==> src/rtl/serial_frame_rx_if.sv <==
// Output handshake bundle for serial_frame_rx: parallel word plus valid/ready.
// The receiver uses the master side; the downstream consumer uses the slave side.
interface serial_frame_rx_if #(
  parameter int DATA_W = 8
);
  logic [DATA_W-1:0] out_data;
  logic              out_valid;
  logic              out_ready;

  modport master (
    output out_data,
    output out_valid,
    input  out_ready
  );

  modport slave (
    input  out_data,
    input  out_valid,
    output out_ready
  );
endinterface

==> src/rtl/serial_frame_rx.sv <==
// Serial frame receiver: start bit, DATA_W data bits (LSB first), optional
// parity bit and a stop bit. Each frame is reassembled into a word held in a
// one-deep register and offered downstream over valid/ready. Bad frames pulse
// parity_err or frame_err; a good frame arriving while the holding register is
// still occupied is dropped and sets the sticky overflow flag.
module serial_frame_rx #(
  parameter int DATA_W     = 8,
  parameter int PARITY_EN  = 1,
  parameter int PARITY_ODD = 0
) (
  input  logic                clk,
  input  logic                reset,
  input  logic                serial,
  input  logic                bit_en,
  serial_frame_rx_if.master   out_if,
  output logic                parity_err,
  output logic                frame_err,
  output logic                overflow
);

  localparam int CNT_W = $clog2(DATA_W) + 1;

  typedef enum logic [1:0] {
    IDLE   = 2'd0,
    DATA   = 2'd1,
    PARITY = 2'd2,
    STOP   = 2'd3
  } state_t;

  state_t            state_q;
  logic [CNT_W-1:0]  cnt_q;
  logic [DATA_W-1:0] shift_q;
  logic              par_bad_q;
  logic [DATA_W-1:0] out_data_q;
  logic              out_valid_q;
  logic              parity_err_q;
  logic              frame_err_q;
  logic              overflow_q;

  // Returns 1 when data plus received parity bit do not match the configured sense.
  function automatic logic parity_bad(input logic [DATA_W-1:0] d, input logic p);
    return ((^d) ^ p) != 1'(PARITY_ODD);
  endfunction

  // Receiver FSM, holding register and status flags; the handshake side keeps
  // running on edges where bit_en is low while the frame state stays frozen.
  always_ff @(posedge clk) begin
    if (reset) begin
      state_q      <= IDLE;
      cnt_q        <= '0;
      shift_q      <= '0;
      par_bad_q    <= 1'b0;
      out_data_q   <= '0;
      out_valid_q  <= 1'b0;
      parity_err_q <= 1'b0;
      frame_err_q  <= 1'b0;
      overflow_q   <= 1'b0;
    end else begin
      parity_err_q <= 1'b0;
      frame_err_q  <= 1'b0;

      if (out_valid_q && out_if.out_ready) begin
        out_valid_q <= 1'b0;
      end

      if (bit_en) begin
        case (state_q)
          IDLE: begin
            if (!serial) begin
              state_q   <= DATA;
              cnt_q     <= '0;
              shift_q   <= '0;
              par_bad_q <= 1'b0;
            end
          end
          DATA: begin
            shift_q <= shift_q | (DATA_W'(serial) << cnt_q);
            cnt_q   <= cnt_q + CNT_W'(1);
            if (cnt_q == CNT_W'(DATA_W - 1)) begin
              state_q <= (PARITY_EN != 0) ? PARITY : STOP;
            end
          end
          PARITY: begin
            par_bad_q <= parity_bad(shift_q, serial);
            state_q   <= STOP;
          end
          STOP: begin
            // A low stop bit is only a framing error, never a new start bit.
            state_q <= IDLE;
            if (!serial) begin
              frame_err_q <= 1'b1;
            end else if (par_bad_q) begin
              parity_err_q <= 1'b1;
            end else if (!out_valid_q || out_if.out_ready) begin
              out_data_q  <= shift_q;
              out_valid_q <= 1'b1;
            end else begin
              overflow_q <= 1'b1;
            end
          end
          default: begin
            state_q <= IDLE;
          end
        endcase
      end
    end
  end

  assign out_if.out_data  = out_data_q;
  assign out_if.out_valid = out_valid_q;
  assign parity_err       = parity_err_q;
  assign frame_err        = frame_err_q;
  assign overflow         = overflow_q;

endmodule

==> src/flat_wrapper.sv <==
// flat-port wrapper written by rule: the top's interface ports become plain ports
module serial_frame_rx_flat 
#(
  parameter int DATA_W     = 8,
  parameter int PARITY_EN  = 1,
  parameter int PARITY_ODD = 0
)
  (clk, reset, serial, bit_en, parity_err, frame_err, overflow, out_if_out_data, out_if_out_valid, out_if_out_ready);
  serial_frame_rx_if #(.DATA_W(DATA_W)) out_if_i ();
  input  logic clk;
  input  logic reset;
  input  logic serial;
  input  logic bit_en;
  output logic parity_err;
  output logic frame_err;
  output logic overflow;
  output wire logic [$bits(out_if_i.out_data)-1:0] out_if_out_data;
  output wire logic [$bits(out_if_i.out_valid)-1:0] out_if_out_valid;
  input wire logic [$bits(out_if_i.out_ready)-1:0] out_if_out_ready;
  assign out_if_out_data = out_if_i.out_data;
  assign out_if_out_valid = out_if_i.out_valid;
  assign out_if_i.out_ready = out_if_out_ready;
  serial_frame_rx #(.DATA_W(DATA_W), .PARITY_EN(PARITY_EN), .PARITY_ODD(PARITY_ODD)) u_core (.clk(clk), .reset(reset), .serial(serial), .bit_en(bit_en), .out_if(out_if_i), .parity_err(parity_err), .frame_err(frame_err), .overflow(overflow));
endmodule
==> config.mk <==
export PLATFORM = sky130hd
export DESIGN_NAME = serial_frame_rx_flat
export DESIGN_NICKNAME = d
export VERILOG_FILES = /design/src/rtl/serial_frame_rx_if.sv /design/src/rtl/serial_frame_rx.sv /design/src/flat_wrapper.sv
export SDC_FILE = /design/constraint.sdc
export NUM_CORES = 1
export LEC_CHECK = 0
export ABC_AREA = 1
export CAP_MARGIN = 30
export CORE_ASPECT_RATIO = 0.9
export CORE_MARGIN = 5
export CORE_UTILIZATION = 51
export CTS_BUF_LIST = sky130_fd_sc_hd__clkbuf_16
export CTS_CLUSTER_DIAMETER = 60
export DETAILED_ROUTE_END_ITERATION = 7
export PLACE_DENSITY_LB_ADDON = 0.05
export SYNTH_ARGS = -nofsm -noshare
export SYNTH_HDL_FRONTEND = slang
export SYNTH_SLANG_ARGS = --single-unit
==> constraint.sdc <==
create_clock -name clk -period 1.77 [get_ports clk]
set_input_delay 0.531 -clock clk [delete_from_list [all_inputs] [get_ports clk]]
set_output_delay 0.531 -clock clk [all_outputs]
set_load 0.01 [all_outputs]
==> summary.md, run 1 <==
The flow ran to the end, and the final reports show no timing, DRC or antenna violations. The critical path class was reg -> out. The tools report the origin of the critical flop-to-flop path as u_core.state_q[0].

The clock reaches the later pin of the worst-skew pair after 0.26 ns. Counting along the longest clock path gives a buffer depth of 2. The global placement routability congestion was 0.876. The library cell occupying the most area in the post-synthesis netlist was dfxtp_1. Cell type group with the largest total delay on the critical path: buffers and inverters. The die covers 3690 µm². After the last flow step, the layout net total stands at 218. The reported net switching power is 0.000334 W. The critical path endpoint is out_if_out_data[4]. For the worst setup slack for register-to-register paths, the log shows 0.18 ns. Summed over all failing endpoints, the final setup total negative slack is 0 ns. The first global-routing pass estimated 5.00 mm of wire. After detailed routing, the number of remaining DRC violations is 0.

The floorplan has 17 rows. The ratio of cells with drive above 1 in the final layout came out at 11.1%. Relative to the synthesized area, the layout overhead comes to 23.4%. The post-synthesis register bit count was 27; the share of flip-flops with an asynchronous set or reset was 0%.

The tools report the endpoint type of the worst setup path as an output port. The final critical delay including setup and external delays came out at 1.68 ns. Number of global-route vias before repair: 1229. Based on the critical path, the design can be clocked at up to 596 MHz. For the distinct cell type count of the synthesized netlist, the log shows 21. The tools report the I/O pin count as 17. The worst pin sits at a relative slew slack of 69.0%.

In this run the worst path has a maximum fanout of 2. For the final-report max-slew violation count, the log shows 0. The mean routed wirelength per cell came out at 11.8 µm. Register area share after synthesis: 41.2%. The worst hold slack is 0.443 ns, and the routed via count divided by cell count is 5.17. Tracing the worst setup path back leads to its startpoint at u_core.out_if.out_data[4]. The post-synthesis cell count is 183. Data arrives at the worst endpoint at 1.15 ns.

For this design the ratio of total power to cell area is 820 nW/µm². The number of buffers and inverters on the critical path was 1; the top-area cell type share of the netlist area was 41.2%. Cell count along the critical path: 1. For this configuration, the core starts out at a cell density of 53.1%. Max-cap violations in this run came to 0. The area of the core is 2470 µm². The classification of the worst-slack hold path was reg -> reg. The tools report the clock share of power as 39.0%.

The via count of the routed design is 1215, and the DRC violation total after the first TritonRoute iteration is 63. The synthesized design contains 0 enable-type register cells. The number of hold buffers added after CTS was 0. Sequential cells burn 47.7% of the power. During synthesis, Yosys emitted a total of 0 warnings. The number of H-tree levels is 1. Across every metal layer, demand over resource in global routing totals 16.5%. Counting the buffers created by CTS gives 3. The antenna diode count was 0.

Ranked by total cell area, the synthesized netlist is headed by dfxtp_1 (41%), nand2_1 (12%), inv_1 (8.9%). The number of cells on the worst reg-to-reg path is 9. From bottom edge to top edge, the die measures 58.1 µm. Longest individual stage delay on the worst path: 0.54 ns.

The cell with the most instances after synthesis is nand2_1. When the netlist entered floorplanning its net count stood at 193. The signal on the critical path passes through clkdlybuf4s50_1.

The remaining antenna violation count after routing is 0, and the width of the die is 63.5 µm. The worst hold path was traced through 2 stages. STA classifies the critical path startpoint as a flop.

Per report_power, the combinational group accounts for 13.3% of the total. Cell with the largest stage delay on the worst path: clkdlybuf4s50_1. Port buffering added 16 buffers.

For the count of endpoints failing hold in the final timing report, the log shows 0. The CTS clock-pin slew for the worst setup and hold paths came out at 0.07 ns. IR analysis of the VDD net gives a maximum drop of 0.488 mV.

The switching power as a share of total power was 25.1%. Summing all non-filler instances in the final layout gives an area of 1620 µm². TritonCTS built the clock tree. The routed design has 2.78 mm of wire. Maximum number of pins on one net before global-route repair: 17.

For the reported leakage power, the log shows 0.637 nW. Among all flip-flop cells after synthesis, the most frequent one is dfxtp_1. The final cycle utilization of the critical path works out to 94.7%. The root buffer cell chosen for the clock tree is clkbuf_16. Number of placed instances with taps included: 231. A synthesized cell averages 7.17 µm².

The number of setup violations in the final report is 0. Summing all placed instances gives a cell area of 1530 µm². Critical path required time: 1.24 ns. The logs give 0 for the number of antenna violations at the first check in global routing and 0.00432 ns for the clock skew after layout. The run gives 235 as the final non-filler cell total.

The commonest cells after synthesis are nand2_1 (41), inv_1 (31), dfxtp_1 (27). The total overflow left after global routing is 0. Summed over all nets, the half-perimeter wirelength after detailed placement is 2.20 mm. At the pin with the least slew margin, the transition time is 0.465 ns.

After synthesis the cells add up to 1310 µm². The number of clock sinks seen by CTS came out at 27. The logs give 0.000993 W for the internal cell power and 4 for the detailed-routing iteration count for the pre-antenna-repair pass. Setup repair after global routing left no endpoint under its margin. In this run the critical register-to-register path is captured at u_core.shift_q[4].
how the worst min path moves through the flow:
stage | start | end | slack (ns)
2_1_floorplan | u_core.par_bad_q | u_core.parity_err | 0.44
3_3_place_gp | u_core.out_if.out_data[0] | u_core.out_if.out_data[0] | 0.43
3_5_place_dp | u_core.out_if.out_data[1] | u_core.out_if.out_data[1] | 0.43
4_1_cts | u_core.out_if.out_data[1] | u_core.out_if.out_data[1] | 0.45
5_1_grt | u_core.out_if.out_data[6] | u_core.out_if.out_data[6] | 0.48
6_report | u_core.out_if.out_data[1] | u_core.out_if.out_data[1] | 0.44
per-layer routing:
metal	track usage, %	share of wire (%)	vias up
li1	-	-	630
met1	19.1	45	548
met2	31.2	48	32
met3	2.52	6.3	5
met4	4.45	1.3	0
met5	0	0	-
power groups by stage:
stage	Sequential [W]	Combinational [W]	Clock, W
floorplan	0.000646	0.000122	0
global placement	0.000646	0.000169	0
detailed placement	0.000647	0.000176	0
CTS	0.000633	0.000177	0.000525
global route	0.000635	0.000197	0.000553
finish	0.000633	0.000176	0.000518
area by class of cell:
class,instances,area (µm²)
fillers,218,850
clock inverters,1,7.51
inverters,34,130
flip-flops and latches,27,541
repair buffers,23,215
multi-input cells,119,614
well taps,28,35.0
clock buffers,3,75.1
kinds of logic after synthesis:
kind of cell | synth area share (%)
AOI/OAI and AO/OA | 19.5
adders and majority gates | 4.77
buffers and inverters | 11.9
DFF | 41.2
and+or+nand+nor | 22.6
state kept, by name, indices dropped and copies added (netlist names), 2 cells and up:
signal and cells:
u_core.out_if.out_data 8, u_core.state_q 2, u_core.shift_q 8, u_core.cnt_q 4
placed cells by master (no fill, tap or decap), types with 3 or more instances in the layout:
| master | instances |
|---|---|
| a21oi_1 | 22 |
| buf_4 | 7 |
| clkbuf_16 | 3 |
| clkdlybuf4s50_1 | 15 |
| dfxtp_1 | 27 |
| ha_1 | 5 |
| inv_1 | 31 |
| nand2_1 | 41 |
| nand3_1 | 9 |
| nor2_1 | 11 |
| nor2_2 | 3 |
| nor3_1 | 5 |
| o21ai_0 | 12 |
stage by stage:
| step | setup WS, ns | util [%] | total power, W |
|---|---|---|---|
| 4_1_cts | 0.0796 | 65.5 | 0.00134 |
| 3_3_place_gp | -0.129 | 62.1 | 0.000814 |
| 3_5_place_dp | -0.201 | 62.1 | 0.000823 |
| 6_report | 0.0933 | 65.6 | 0.00133 |
| 2_1_floorplan | 0.394 | - | 0.000768 |
| 5_1_grt | 0.00808 | 65.6 | 0.00138 |
repair_timing:
action	in CTS	in global routing
buffers inserted	0	0
endpoints found under the setup margin	0	16
gates resized for setup	0	1
Note: power is estimated with default switching activity, not from simulation.
==> run 2, diff against run 1 <==
Settings changed: CORE_UTILIZATION 51 to 30.
==> summary.md, run 2 (synthesized netlist as in run 1, its figures left out) <==
In the layout the commonest cells are nand2_1 (41), inv_1 (31), dfxtp_1 (27). The count of buffers added by post-CTS timing repair for setup is 0 (unchanged), and the total DRC errors in the routed layout is 0 (unchanged). The width of the die works out to 79.7 µm (+26%). The count of buffers inserted at the top-level ports was 16 (unchanged); the DRC violation total after the first TritonRoute iteration was 59 (-6.3%). Post-layout worst setup margin: 0.111 ns (+0.0176 ns). The layout-stage area growth over the synthesis result works out to 27.2%. The worst setup slack for register-to-register paths was 0.21 ns (+0.03 ns).

Broken down by cell family, the worst path's largest delay share belongs to buffers and inverters. The biggest fanout along the worst timing path was 2 (unchanged); the area of the core was 4160 µm² (+68%). Critical path class: reg -> out. Total global routing overflow: 0 (unchanged). The count of endpoints failing hold in the final timing report is 0 (unchanged).

For the post-detailed-placement half-perimeter wirelength, the log shows 2.14 mm (-2.5%). The longest individual stage delay on the worst path is 0.53 ns (about the same), and the worst hold slack is 0.444 ns (+0.00186 ns). The internal cell power came out at 0.000995 W (+0.15%). STA classifies the critical path endpoint as an output port. The number of setup violations in the final report came out at 0 (unchanged). The mean routed wirelength per cell was 10.2 µm (-14%); the number of buffers on the longest clock path was 2 (unchanged). Traced cell by cell, the critical path runs through clkdlybuf4s50_1. The kind of start point of the critical path was a flop. Routed via count divided by cell count: 4.31 (-17%). The run gives 1154 (-5.0%) as the via count of the routed design.

The number of antenna violations at the first check in global routing came out at 0 (unchanged). The ratio of total power to cell area works out to 800 nW/µm² (-2.5%). For the global placement routability congestion, the log shows 0.774 (-12%). The run gives 47.4% (-0.3 points) as the sequential fraction of design power.

TritonCTS built the clock tree. The number of CTS-inserted buffers was 3 (unchanged). The standard cell area after detailed placement came out at 1580 µm² (+3.1%).

The slew at the pin with the worst max-slew slack is 0.480 ns (+0.0143 ns), and the maximum operating frequency is 603 MHz (+1.1%). The run gives 9.99% (-6.5 points) as the total global routing track utilization. Critical path required time: 1.24 ns (about the same). The worst slack after detailed placement was -0.161 ns (+0.0392 ns); the depth of the worst register-to-register path was 8 (-1). The final critical delay including setup and external delays was 1.66 ns (-0.0176 ns).

The max-cap check violation count was 0 (unchanged); the total die area was 5800 µm² (+57%). Root buffer cell: clkbuf_16. The critical path endpoint is out_if_out_data[7]. The flow ran to the end, and the final reports show no timing, DRC or antenna violations. The part of the power in combinational logic came out at 13.3% (about the same).

The number of buffers and inverters on the critical path was 1 (unchanged). The logs give 4 (unchanged) for the detailed-routing iteration count for the pre-antenna-repair pass and 0.00635 ns (+0.00204 ns) for the clock skew after layout. Clock network latency to the later pin of the worst-skew pair: 0.26 ns (about the same). The worst reg2reg path endpoint is u_core.shift_q[5].

The logs give 22 (+5) for the floorplan row count and 219 (+0.46%) for the final layout net count. For the number of H-tree levels, the log shows 1 (unchanged). The number of global-route vias before repair was 1057 (-14%). The run gives 27 (unchanged) as the number of clock sinks seen by CTS.

The tools report the reported leakage power as 0.633 nW (-0.65%). The library cell used most frequently in the layout, excluding fill and tap cells, is nand2_1. The switching power as a share of total power is 25.4% (+0.27 points), and the cell count along the critical path is 1 (unchanged). The CTS clock-pin slew for the worst setup and hold paths is 0.07 ns (about the same).

Setup repair after global routing left no endpoint under its margin. The first-pass GRT wire length was 4.60 mm (-8.1%). The largest individual stage delay along the critical path comes from the cell clkdlybuf4s50_1. The final cycle utilization of the critical path is 93.7% (-1.0 points). The relative slew slack was 68.0% (-0.95 points); the ratio of cells with drive above 1 in the final layout was 11.5% (+0.43 points). For the antenna diode count, the log shows 0 (unchanged).

The origin of the critical flop-to-flop path was u_core.state_q[0]. The tools report the final instance area as 1670 µm² (+3.1%). The run gives 39.3% (+0.3 points) as the clock share of power. The run gives 0.427 mV (-12%) as the worst supply voltage drop on vdd.

The worst path arrival time is 1.13 ns (-0.02 ns), and the vertical extent of the die is 72.7 µm (+25%). For the total wirelength of the detailed-routed design, the log shows 2.73 mm (-1.9%). Final-report max-slew violation count: 0 (unchanged). The run gives 0 (unchanged) as the remaining antenna violation count after routing. The maximum number of pins on one net before global-route repair was 17 (unchanged); the initial core utilization was 31.5% (-22 points). The I/O pin count was 17 (unchanged). In this run the worst setup path begins at u_core.out_if.out_data[7]. The reported net switching power was 0.000339 W (+1.6%). The worst hold path belongs to the class reg -> reg.
-- run 2: area by class of cell --
type                            instances  area (µm²)
Tap cell                               60        75.1
Clock buffer                            3        75.1
Timing Repair Buffer                   24         220
Inverter                               34         130
Multi-Input combinational cell        119         619
Sequential cell                        27         541
Fill cell                             433        2490
Clock inverter                          1        7.51
-- run 2: how the worst min path moves through the flow --
stage | start | to | slack, ns | depth (start not counted)
5_1_grt | u_core.out_if.out_data[6] | u_core.out_if.out_data[6] | 0.46 | 2
4_1_cts | u_core.out_if.out_data[5] | u_core.out_if.out_data[5] | 0.45 | 2
3_5_place_dp | u_core.out_if.out_data[4] | u_core.out_if.out_data[4] | 0.44 | 2
6_report | u_core.out_if.out_data[3] | u_core.out_if.out_data[3] | 0.44 | 2
2_1_floorplan | u_core.par_bad_q | u_core.parity_err | 0.44 | 2
3_3_place_gp | u_core.out_if.out_data[7] | u_core.out_if.out_data[7] | 0.43 | 2
-- run 2: power groups by stage --
stage / Combinational, W / Clock, W / Sequential [W]
2_1_floorplan: 0.000122 / 0 / 0.000646
3_3_place_gp: 0.000175 / 0 / 0.000646
3_5_place_dp: 0.000178 / 0 / 0.000647
4_1_cts: 0.000178 / 0.000548 / 0.000632
5_1_grt: 0.000201 / 0.000568 / 0.000634
6_report: 0.000177 / 0.000524 / 0.000632
-- run 2: repair_timing --
item | CTS | global route
hold buffers | 0 | 0
endpoints found under the setup margin | 0 | 1
gates resized for setup | 0 | 1
-- run 2: metal layers --
metal / global-route usage [%] / up-vias / part of all wire (%)
met1: 13.0 / 500 / 50
li1: - / 630 / -
met3: 3.09 / 2 / 4.9
met2: 16.2 / 22 / 44
met4: 2.29 / 0 / 0.70
met5: 0 / - / 0
-- run 2: worst min-delay path: cells and delay by family (launching register included) --
family                 cells  cell delay [ns]
AOI/OAI and AO/OA          1             0.05
DFF                        1             0.31
buffers and inverters      1             0.05
-- run 2: metrics by stage --
step | std cells | util, % | TNS [ns] | total power (W)
after floorplan | 183 | - | 0 | 0.000768
after global placement | 264 | 38.0 | -2.11 | 0.000821
after detailed placement | 264 | 38.0 | -2.60 | 0.000825
after CTS | 268 | 40.0 | 0 | 0.00136
after global routing | 268 | 40.1 | 0 | 0.00140
final | 268 | 40.1 | 0 | 0.00133
==> run 3, diff against run 2 <==
Settings changed: CORE_MARGIN 5 to 2.
==> summary.md, run 3 (synthesized netlist as in run 1, its figures left out) <==
The width of the die was 73.7 µm (-7.5%); the worst path arrival time was 1.13 ns (about the same). For the antenna diode count, the log shows 0 (unchanged). Relative to the synthesized area, the layout overhead comes to 25.7%. The final cycle utilization of the critical path is 93.7% (about the same), and the ratio of total power to cell area is 812 nW/µm² (+1.5%).

The area of the core was 4130 µm² (-0.66%); the number of buffers on the longest clock path was 2 (unchanged). The met2 track utilization from global routing came out at 22.5% (+6.3 points). The total wirelength of the detailed-routed design is 2.82 mm (+3.2%). Setup repair after global routing left no endpoint under its margin.

The number of clock sinks seen by CTS came out at 27 (unchanged). The DRC violation total after the first TritonRoute iteration is 52 (-12%), and the total global routing track utilization is 12.9% (+2.9 points). The worst setup path is launched from a flop. The longest individual stage delay on the worst path is 0.53 ns (about the same), and the via count of the routed design is 1173 (+1.6%). The tools report the worst supply voltage drop on vdd as 0.455 mV (+6.5%). The worst setup path is of the reg -> out kind. For the met1 track demand over resource, the log shows 15.2% (+2.3 points).

For the count of instances resized after the clock tree is built, the log shows 0 (unchanged). The clock skew after layout is 0.00297 ns (-0.00338 ns), and the count of buffers inserted at the top-level ports is 16 (unchanged). The reported leakage power is 0.632 nW (about the same), and the total DRC errors in the routed layout is 0 (unchanged). The relative slew slack is 77.0% (+9.0 points). The number of buffers and inverters on the critical path came out at 1 (unchanged). The mean routed wirelength per cell was 11.1 µm (+8.9%); the count of endpoints failing hold in the final timing report was 0 (unchanged).

The final-report max-slew violation count is 0 (unchanged), and the critical path required time is 1.24 ns (about the same). The logs give 0 (unchanged) for the total global routing overflow and 0 ns (unchanged) for the total negative setup slack. In this run the clock root is driven by a clkbuf_16.

The number of global-route vias before repair was 1100 (+4.1%). The run finished with clean final reports. The total die area was 4920 µm² (-15%). The ratio of cells with drive above 1 in the final layout came out at 11.2% (-0.37 points). The initial core utilization came out at 31.8% (+0.21 points). The first element of the critical path is u_core.out_if.out_data[1]. The logs give 0 (unchanged) for the max-cap check violation count and 0.776 (+0.25%) for the global placement routability congestion. The logs give 3 (unchanged) for the number of CTS-inserted buffers and 1 (unchanged) for the number of H-tree levels. The startpoint identified for the worst hold timing path is u_core.out_if.out_data[0].

In this design, the largest share of critical-path delay is due to buffers and inverters. TritonCTS built the clock tree. The cell count along the critical path was 1 (unchanged). The number of setup violations in the final report is 0 (unchanged), and the CTS clock-pin slew for the worst setup and hold paths is 0.07 ns (about the same). Count of buffers added by post-CTS timing repair for setup: 0 (unchanged). Maximum number of pins on one net before global-route repair: 17 (unchanged). The run gives 434 (+0.23%) as the count of fill cells added during filler insertion. The maximum operating frequency came out at 603 MHz (about the same). The tools report the origin of the critical flop-to-flop path as u_core.state_q[0]. Most common cell after layout, fill and taps aside: nand2_1.

The final layout net count came out at 217 (-0.91%). The highest-utilization routing layer at the global route stage was met2. Post-detailed-placement half-perimeter wirelength: 2.18 mm (+1.6%). For the I/O pin count, the log shows 17 (unchanged). The standard cell area after detailed placement is 1550 µm² (-1.9%). The routed via count divided by cell count works out to 4.62 (+7.2%).

The biggest fanout along the worst timing path is 2 (unchanged). The slew at the pin with the worst max-slew slack was 0.344 ns (-0.135 ns); the remaining antenna violation count after routing was 0 (unchanged). In this run the worst hold path is classified as reg -> reg. On the critical path, the stage with the largest delay is an instance of clkdlybuf4s50_1.

For the first-pass GRT wire length, the log shows 4.85 mm (+5.5%). The critical path goes through clkdlybuf4s50_1. The detailed-routing iteration count for the pre-antenna-repair pass was 4 (unchanged); the count of hold-fix buffers inserted at cts was 0 (unchanged).

Number of stages on the worst hold path: 2 (unchanged). The final instance area is 1650 µm² (-1.2%), and the floorplan row count is 22 (unchanged). The clock network latency to the later pin of the worst-skew pair was 0.26 ns (about the same); the global-route track usage on met3 was 3.63% (+0.54 points). The number of antenna violations at the first check in global routing is 0 (unchanged), and the vertical extent of the die is 66.7 µm (-8.3%). Final critical delay including setup and external delays: 1.66 ns (-0.000761 ns). The endpoint type of the worst setup path was an output port.

Leaving out fill and tap cells, the most frequent cells in the layout are nand2_1 (41), inv_1 (30), dfxtp_1 (27). The depth of the worst register-to-register path was 9 (+1).
==> run 3: cell types whose count changed in the layout (fill, tap and decap cells not counted) <==
cell,previous run,this run
buf_4,8,6
o21ai_2,2,1
inv_2,2,3
o21ai_4,1,2
inv_1,31,30
clkdlybuf4s50_1,16,15
dlymetal6s2s_1,0,1
==> run 3: per-stage QoR <==
| step | hold slack, ns | worst slack (ns) | total power [W] | cells | utilization [%] |
|---|---|---|---|---|---|
| global route | 0.471 | 0.0418 | 0.00140 | 254 | 39.9 |
| finish | 0.444 | 0.112 | 0.00134 | 254 | 39.9 |
| floorplan | 0.436 | 0.394 | 0.000768 | 183 | - |
| detailed placement | 0.439 | -0.207 | 0.000821 | 250 | 37.5 |
| global placement | 0.432 | -0.163 | 0.000817 | 250 | 37.5 |
| CTS | 0.450 | 0.0655 | 0.00136 | 254 | 39.5 |
==> run 3: routing by layer <==
| layer | routed length [µm] | vias to the layer above |
|---|---|---|
| li1 | - | 627 |
| met1 | 1320 | 519 |
| met2 | 1340 | 23 |
| met3 | 132 | 4 |
| met4 | 26 | 0 |
| met5 | 0 | - |
==> run 3: where the power goes <==
group	internal (W)	switching, W
clock network	0.000308	0.000223
logic	0.0000629	0.000112
registers	0.000621	0.0000119
==> run 3: area by class of cell <==
type / instances / area (µm²) / area share (%)
Clock buffer: 3 / 75.1 / 4.56
Sequential cell: 27 / 541 / 32.8
Clock inverter: 1 / 7.51 / 0.456
Multi-Input combinational cell: 119 / 627 / 38.0
Timing Repair Buffer: 22 / 208 / 12.6
Inverter: 34 / 130 / 7.90
Tap cell: 48 / 60.1 / 3.64
==> run 3: final timing paths <==
| path | slack [ns] | end |
|---|---|---|
| max | 0.11 | out_if_out_data[1] |
| min | 0.44 | u_core.out_if.out_data[0] |
| max reg2reg | 0.22 | u_core.shift_q[0] |
| min reg2reg | 0.44 | u_core.out_if.out_data[0] |
